<file path="src/rtl/serial_frame_feeder.sv">
// ============================================================================
// Module  : serial_frame_feeder
// Brief   : Skid-buffered beat serialiser that feeds a serial divisibility
//           checker MSB-first and frames each value with its active-low clear.
// Rev     : 1.0
// ============================================================================
`default_nettype none

module serial_frame_feeder #(
    parameter int WIDTH = 8,
    parameter int LEN_W = $clog2(WIDTH + 1)
) (
    input  logic             clk,
    input  logic             reset,
    input  logic             in_valid,
    output logic             in_ready,
    input  logic [WIDTH-1:0] in_data,
    input  logic [LEN_W-1:0] in_len,
    input  logic             in_last,
    output logic             ser_din,
    output logic             ser_resetn,
    output logic             ser_last,
    output logic             busy,
    output logic             underrun
);

    localparam logic [1:0]       c_IDLE    = 2'd0;
    localparam logic [1:0]       c_SHIFT   = 2'd1;
    localparam logic [1:0]       c_DRAIN   = 2'd2;
    localparam logic [LEN_W-1:0] c_LEN_MAX = LEN_W'(WIDTH);
    localparam logic [LEN_W-1:0] c_ONE     = LEN_W'(1);

    logic [1:0]       r_state;
    logic             r_buf_full;
    logic [WIDTH-1:0] r_buf_data;
    logic [LEN_W-1:0] r_buf_len;
    logic             r_buf_last;
    logic [WIDTH-1:0] r_sh_data;
    logic [LEN_W-1:0] r_sh_cnt;
    logic             r_sh_last;
    logic             r_ser_din;
    logic             r_ser_resetn;
    logic             r_ser_last;
    logic             r_underrun;

    logic [LEN_W-1:0] w_in_len;
    logic             w_beat_end;
    logic             w_load;
    logic             w_underrun;
    logic             w_accept;
    logic             w_discard;
    logic [WIDTH-1:0] w_aligned;

    assign w_in_len   = ((in_len == '0) || (in_len > c_LEN_MAX)) ? c_LEN_MAX : in_len;
    // r_sh_cnt counts bits still to come after the one currently on ser_din
    assign w_beat_end = (r_state == c_SHIFT) && (r_sh_cnt == '0);
    assign w_load     = r_buf_full && ((r_state == c_IDLE) || (w_beat_end && !r_sh_last));
    assign w_underrun = w_beat_end && !r_sh_last && !r_buf_full;
    assign in_ready   = !r_buf_full || w_load;
    assign w_accept   = in_valid && in_ready;
    // Beats arriving once a frame has been aborted belong to that frame
    assign w_discard  = (r_state == c_DRAIN) || w_underrun;
    // Left-justify the significant bits; anything above in_len-1 falls off the top
    assign w_aligned  = r_buf_data << (c_LEN_MAX - r_buf_len);

    always_ff @(posedge clk) begin
        if (reset) begin
            r_state      <= c_IDLE;
            r_buf_full   <= 1'b0;
            r_buf_data   <= '0;
            r_buf_len    <= '0;
            r_buf_last   <= 1'b0;
            r_sh_data    <= '0;
            r_sh_cnt     <= '0;
            r_sh_last    <= 1'b0;
            r_ser_din    <= 1'b0;
            r_ser_resetn <= 1'b0;
            r_ser_last   <= 1'b0;
            r_underrun   <= 1'b0;
        end else begin
            if (w_accept && !w_discard) begin
                r_buf_full <= 1'b1;
                r_buf_data <= in_data;
                r_buf_len  <= w_in_len;
                r_buf_last <= in_last;
            end else if (w_load) begin
                r_buf_full <= 1'b0;
            end

            if (w_load) begin
                r_state      <= c_SHIFT;
                r_ser_resetn <= 1'b1;
                r_ser_din    <= w_aligned[WIDTH-1];
                r_sh_data    <= w_aligned << 1;
                r_sh_cnt     <= r_buf_len - c_ONE;
                r_sh_last    <= r_buf_last;
                r_ser_last   <= r_buf_last && (r_buf_len == c_ONE);
            end else begin
                case (r_state)
                    c_SHIFT: begin
                        if (!w_beat_end) begin
                            r_ser_din  <= r_sh_data[WIDTH-1];
                            r_sh_data  <= r_sh_data << 1;
                            r_sh_cnt   <= r_sh_cnt - c_ONE;
                            r_ser_last <= r_sh_last && (r_sh_cnt == c_ONE);
                        end else begin
                            r_ser_resetn <= 1'b0;
                            r_ser_din    <= 1'b0;
                            r_ser_last   <= 1'b0;
                            if (r_sh_last) begin
                                r_state <= c_IDLE;
                            end else begin
                                r_underrun <= 1'b1;
                                r_state    <= (w_accept && in_last) ? c_IDLE : c_DRAIN;
                            end
                        end
                    end
                    c_DRAIN: begin
                        if (w_accept && in_last) begin
                            r_state <= c_IDLE;
                        end
                    end
                    c_IDLE: begin
                        r_state <= c_IDLE;
                    end
                    default: begin
                        r_state <= c_IDLE;
                    end
                endcase
            end
        end
    end

    assign ser_din    = r_ser_din;
    assign ser_resetn = r_ser_resetn;
    assign ser_last   = r_ser_last;
    assign underrun   = r_underrun;
    assign busy       = (r_state != c_IDLE) || r_buf_full;

endmodule

`default_nettype wire

</file>
<file path="config.mk">
export PLATFORM = sky130hd
export DESIGN_NAME = serial_frame_feeder
export DESIGN_NICKNAME = d
export VERILOG_FILES = /design/src/rtl/serial_frame_feeder.sv
export SDC_FILE = /design/constraint.sdc
export NUM_CORES = 1
export LEC_CHECK = 0
export BUFFER_PORTS_ARGS = -buffer_cell sky130_fd_sc_hd__buf_4
export CAP_MARGIN = 15
export CORE_MARGIN = 3
export CORE_UTILIZATION = 55
export DETAILED_ROUTE_END_ITERATION = 12
export PLACE_DENSITY = 0.85
export SLEW_MARGIN = 10
export SYNTH_ARGS = -nofsm -noshare
export SYNTH_HDL_FRONTEND = slang
export SYNTH_SLANG_ARGS = --single-unit
export TNS_END_PERCENT = 50
</file>
<file path="constraint.sdc">
create_clock -name clk -period 3.35 [get_ports clk]
set_input_delay 0.335 -clock clk [delete_from_list [all_inputs] [get_ports clk]]
set_output_delay 0.335 -clock clk [all_outputs]
set_load 0.03 [all_outputs]
</file>
== Word-level counts from Yosys, hierarchy flattened ==
Index checks and enable logic that the tools add are counted.

* Word-level logic and storage cells: 83
* Output and inout bits: 6
* Flip-flop bits (word level): 32
* Input bits: 16

* Add/sub/neg operators: 3
* Bitwise logic cells: 2
* Multiplexer cells: 24
* Reductions and logical operators: 30
* Shift-type cells: 1
* Eq/ne operators: 9
* Magnitude comparators: 1

{| class="wikitable"
|+ Operators by type and width
! kind !! number
|-
| 2-to-1 mux 8 bit || 3
|-
| 2-to-1 mux 4 bit || 4
|-
| 2-to-1 mux 1 bit || 12
|-
| logical AND 1 bit || 9
|-
| equality test 4 x 1 -> 1 bit (second input constant) || 2
|-
| logical NOT 4 bit || 2
|-
| 2-to-1 mux 2 bit || 4
|-
| AND reduction 2 bit || 4
|-
| nonzero test 2 bit || 4
|-
| left shift 8 x 4 -> 8 bit || 1
|-
| subtractor 4 x 1 -> 4 bit (second input constant) || 2
|-
| logical OR 1 bit || 5
|-
| greater-than comparator 4 bit (second input constant) || 1
|-
| inequality test 2 x 1 -> 1 bit (second input constant) || 2
|-
| case mux 2 bit (2 select lines) || 1
|-
| AND reduction 4 bit || 1
|-
| subtractor 4 bit (first input constant) || 1
|-
| logical NOT 1 bit || 3
|-
| inequality test 3 x 2 -> 1 bit (second input constant) || 1
|-
| inequality test 3 bit (second input constant) || 1
|-
| equality test 2 x 1 -> 1 bit (second input constant) || 1
|-
| equality test 2 bit (second input constant) || 1
|-
| logical NOT 2 bit || 1
|-
| inequality test 2 bit (second input constant) || 1
|-
| 2 further kinds || 3
|}

== Depth between registers and ports, before layout ==
* Word-level depth: 13
* Mapped depth: 8
* Mapped depth without buffers: 6

== Worst setup path after synthesis ==
Ideal clock, no wire load.

* Path type: register to register
* Start point: register r_buf_len[0]
* End point: register r_sh_data[5]
* Path buffers: 2
* Cell stages (with the launch flop): 9
* Library setup time: 130 ps
* Data arrival time: 2043 ps
* Data required time: 3220 ps
* Clock period less this slack: 2173 ps
* Path slack: 1177 ps
* Path through: dfxtp_1 > buf_4 > inv_1 > ha_1 > clkbuf_1 > mux4_2 > mux2_1 > nor2_1 > a2111oi_2

* Cells in the longest elaborated chain, start to end: 3

{| class="wikitable"
|+ RTL lines
! what !! RTL line !! source
|-
| start, declared || 36 || <nowiki>logic [LEN_W-1:0] r_buf_len;</nowiki>
|-
| start signal, assigned || 84 || <nowiki>r_buf_len <= w_in_len;</nowiki>
|-
| subtractor 4 bit || 64 || <nowiki>assign w_aligned = r_buf_data << (c_LEN_MAX - r_buf_len);</nowiki>
|-
| left shift 8 x 4 -> 8 bit || 64 ||
|-
| 2-to-1 mux 8 bit || 90 || <nowiki>if (w_load) begin</nowiki>
|-
| end signal, assigned || 94 || <nowiki>r_sh_data <= w_aligned << 1;</nowiki>
|-
| end signal, assigned || 103 || <nowiki>r_sh_data <= r_sh_data << 1;</nowiki>
|-
| end, declared || 38 || <nowiki>logic [WIDTH-1:0] r_sh_data;</nowiki>
|}

Every way passes these cells.
A chain may end at the register's enable or synchronous reset.

== Worst setup path after layout ==
* Start point: register r_buf_len[0]
* End point: register r_ser_din (netlist: ser_din)

* Cells in the longest elaborated chain, start to end: 3

{| class="wikitable"
|+ RTL lines
! what !! RTL line !! source
|-
| subtractor 4 bit || 64 ||
|-
| left shift 8 x 4 -> 8 bit || 64 ||
|-
| 2-to-1 mux 1 bit || 90 ||
|-
| end signal, assigned || 93 || <nowiki>r_ser_din <= w_aligned[WIDTH-1];</nowiki>
|-
| end signal, assigned || 102 || <nowiki>r_ser_din <= r_sh_data[WIDTH-1];</nowiki>
|-
| end, declared || 41 || <nowiki>logic r_ser_din;</nowiki>
|}

Every way passes these cells.

==> summary.md <==
| Metric | Value |
|---|---|
| First-pass GRT wire length | 6.734 mm |
| Vias | 1626 |
| Clock slew at the register clock pins of the worst setup and hold paths | 100 ps |
| Synth Area in XOR/XNOR | 0.02327 |
| Layout Nets | 246 |
| CTS Root Cell | clkbuf_4 |
| CP cell instances | inv_1 > ha_1 > mux4_2 > mux2_2 > nand3_1 > a211oi_1 |
| Die X | 65.33 um |
| Period minus WS final | 2405 ps |
| Mapped Nets | 234 |
| Leak | 0.7467 nW |
| Post-synthesis async set-or-reset flop share | 0 |
| Largest net degree at the start of global routing | 31 |
| H-tree Lvls | 2 |
| Seq cells post-synth | 32 |
| ANT nets after route | 0 |
| Port bufs | 21 |
| Final hold viol count | 0 |
| CTS Buffer Depth | 2 |
| Hold Path Class | input pin to flop |
| Vias in the first global route | 1524 |
| Synthesized instance count | 213 |
| CP Buf/Inv Count | 1 |
| Setup crit end kind | flop |
| Synth Area in Adders | 0.03232 |
| Max incr delay on CP | 660 ps |
| Mapped Area | 1936 um2 |
| Pwr dens | 580.9 nW/um2 |
| Worst Tran Pin Value | 631.7 ps |
| Starting Density | 0.6043 |
| Max-Cap Viols | 0 |
| Slew Limit Fails | 0 |
| Core area | 3203 um2 |
| Gr usage total | 0.2017 |
| Mux contribution to synthesized area | 0.1067 |
| Warnings from Yosys | 0 |
| Endpoints failing setup | 0 |
| Synth top area share | 0.3310 |
| Wirelength, routed | 3.932 mm |
| Worst Path Arrival | 2630 ps |
| N_diodes | 0 |
| Leading area contributor after synthesis | dfxtp_1 |
| Normalized max-slew margin | 0.5780 |
| # fillers | 282 |
| Ys flop type | dfxtp_1 |
| Total CTS buffers | 5 |
| Grt ovf | 0 |
| Post-CTS Setup Bufs | 0 |
| Initial antenna violation count | 0 |
| CP required | 3570 ps |
| Site Rows | 20 |
| Clock Skews | 7.976 ps |
| Simple-Gate Fraction of Synth Area | 0.1900 |
| Final Util | 0.6613 |
| TNS Setup | 0 ps |
| Via density per instance | 6.045 |
| Post-synth EDFFs | 0 |
| Setup Crit Path Kind | flop to flop |
| Gates resized, CTS repair | 0 |
| Layout cell share with drive strength beyond 1 | 0.2089 |
| DP HPWL | 2.808 mm |
| Hold_buf cts | 0 |
| Clk sinks | 32 |
| Syn avg cell area | 9.087 um2 |
| CP max FO | 13 |
| Detailed Route Iter0 Violations | 106 |
| Register area share after synthesis | 0.3310 |
| Main combinational cell family by area after synthesis | compound AO/OA/AOI/OAI gates |
| WL/cell | 14.62 um |
| CP startpoint kind | flop |
| CP top delay family | multiplexers |
| Yosys cell types | 47 |
| DIE AREA | 4267 um2 |
| DRC viols | 0 |
| Worst vdd ir | 0.0003492 V |
| Fin Hold WS | 281.5 ps |
| Fmax | 415.8 MHz |
| Clock latency on the worst-skew pair | 340 ps |
| Crit share post-route | 0.7178 |
| CTS tree | yes |
| Die Y | 65.33 um |
| DR pass1 iterations | 4 |
| Status | complete, no violations |
| Syn-to-layout area delta | 9.438% |
| Synth top area cells | dfxtp_1 33%, mux4_2 5.8%, a21oi_1 5.2% |
| Routability cong. | 0.8100 |
| Critical path's slowest cell | dfxtp_1 |
| IO Count | 22 |
| Compound-Gate Fraction of Synth Area | 0.2405 |
| RSZ-0062 raised after global routing | false |
-- final cells by class --
type,count,area (um2),area share
clock buffers,7,65.06,0.03071
inverters,10,37.54,0.01772
multi-input cells,153,1147,0.5416
flip-flops and latches,32,640.6,0.3024
repair buffers,23,172.7,0.08151
well taps,44,55.05,0.02599
-- per-layer routing --
metal / part of all wire / track usage
met5: 0 / 0
met4: 0.016 / 0.07772
met3: 0.051 / 0.05812
met2: 0.47 / 0.3274
met1: 0.47 / 0.2521
-- cell usage in the layout, fill, tap and decap left out, types with 2 or more instances in the layout --
cell type  instances
a211oi_1           6
nor4_1             4
nand4_1            5
a31oi_1            5
mux2i_1            3
a221oi_2           2
nand3_1           15
a21oi_1           20
o2111ai_1          3
nand3b_1           2
a221oi_1           2
nand2_1           12
buf_4             22
nor2b_1            3
nor3b_1            2
clkbuf_4           6
nand2b_1           3
clkbuf_8           2
o211ai_1          12
mux2_2             2
mux2_4             2
nor2_1            13
ha_1               5
mux4_2             5
nor3_1             4
inv_1             10
xnor2_1            2
o21ai_0            3
o21bai_1           2
dfxtp_1           32
-- path summary, 6_finish.rpt --
check | from | endpoint | slack, ps | cells after the start
max reg2reg | r_buf_len[0] | ser_din | 950 | 6
max | r_buf_len[0] | ser_din | 950 | 6
min | in_data[5] | r_buf_data[5] | 280 | 3
min reg2reg | r_sh_data[1] | r_sh_data[1] | 460 | 2
-- flip-flops by register name, indices dropped and copies added, names as in the netlist --
signal and flops:
r_sh_last 1, r_buf_last 1, ser_din 1, r_sh_cnt 4
r_buf_data 8, r_buf_len 4, underrun 1, r_sh_data 7
r_buf_full 1, r_state 2, ser_last 1, ser_resetn 1
-- cells by family (layout without fill, tap and decap cells) --
family / count (synthesis) / count (layout)
simple gates: 68 / 68
compound gates: 64 / 64
flops: 32 / 32
buf+inv: 28 / 40
mux: 13 / 13
fa+ha+maj: 5 / 5
xor+xnor: 3 / 3
-- power by group --
group / internal, mW / switching [mW]
Clock: 0.119 / 0.129
Sequential: 0.440 / 0.0637
Combinational: 0.201 / 0.278
Total: 0.760 / 0.471
-- cells in the mapped netlist, types with 2 or more instances --
library cell / count
dfxtp_1: 32
a21oi_1: 20
nand3_1: 15
nor2_1: 13
nand2_1: 12
o211ai_1: 12
inv_1: 10
clkbuf_1: 8
a211oi_1: 6
a31oi_1: 5
ha_1: 5
mux4_2: 5
nand4_1: 5
buf_2: 4
buf_6: 4
nor3_1: 4
nor4_1: 4
mux2i_1: 3
nand2b_1: 3
nor2b_1: 3
o2111ai_1: 3
o21ai_0: 3
a221oi_1: 2
a221oi_2: 2
buf_4: 2
mux2_2: 2
mux2_4: 2
nand3b_1: 2
nor3b_1: 2
o21bai_1: 2
xnor2_1: 2
-- stage by stage --
step | instance area, um2 | std cells | total power [mW] | setup slack (ps)
floorplan | 1936 | 213 | 0.9099 | 1177
global placement | 2046 | 261 | 0.9749 | 1009
detailed placement | 2046 | 261 | 0.9840 | 934.5
CTS | 2111 | 268 | 1.229 | 925.8
global route | 2118 | 269 | 1.312 | 717.7
finish | 2118 | 269 | 1.230 | 945.2
-- worst register-to-register path, cell delays in order (launching register included) --
cell	delay, ps
dfxtp_1	660
inv_1	130
ha_1	540
mux4_2	540
mux2_2	270
nand3_1	80
a211oi_1	80
Note: power is estimated with default switching activity, not from simulation.
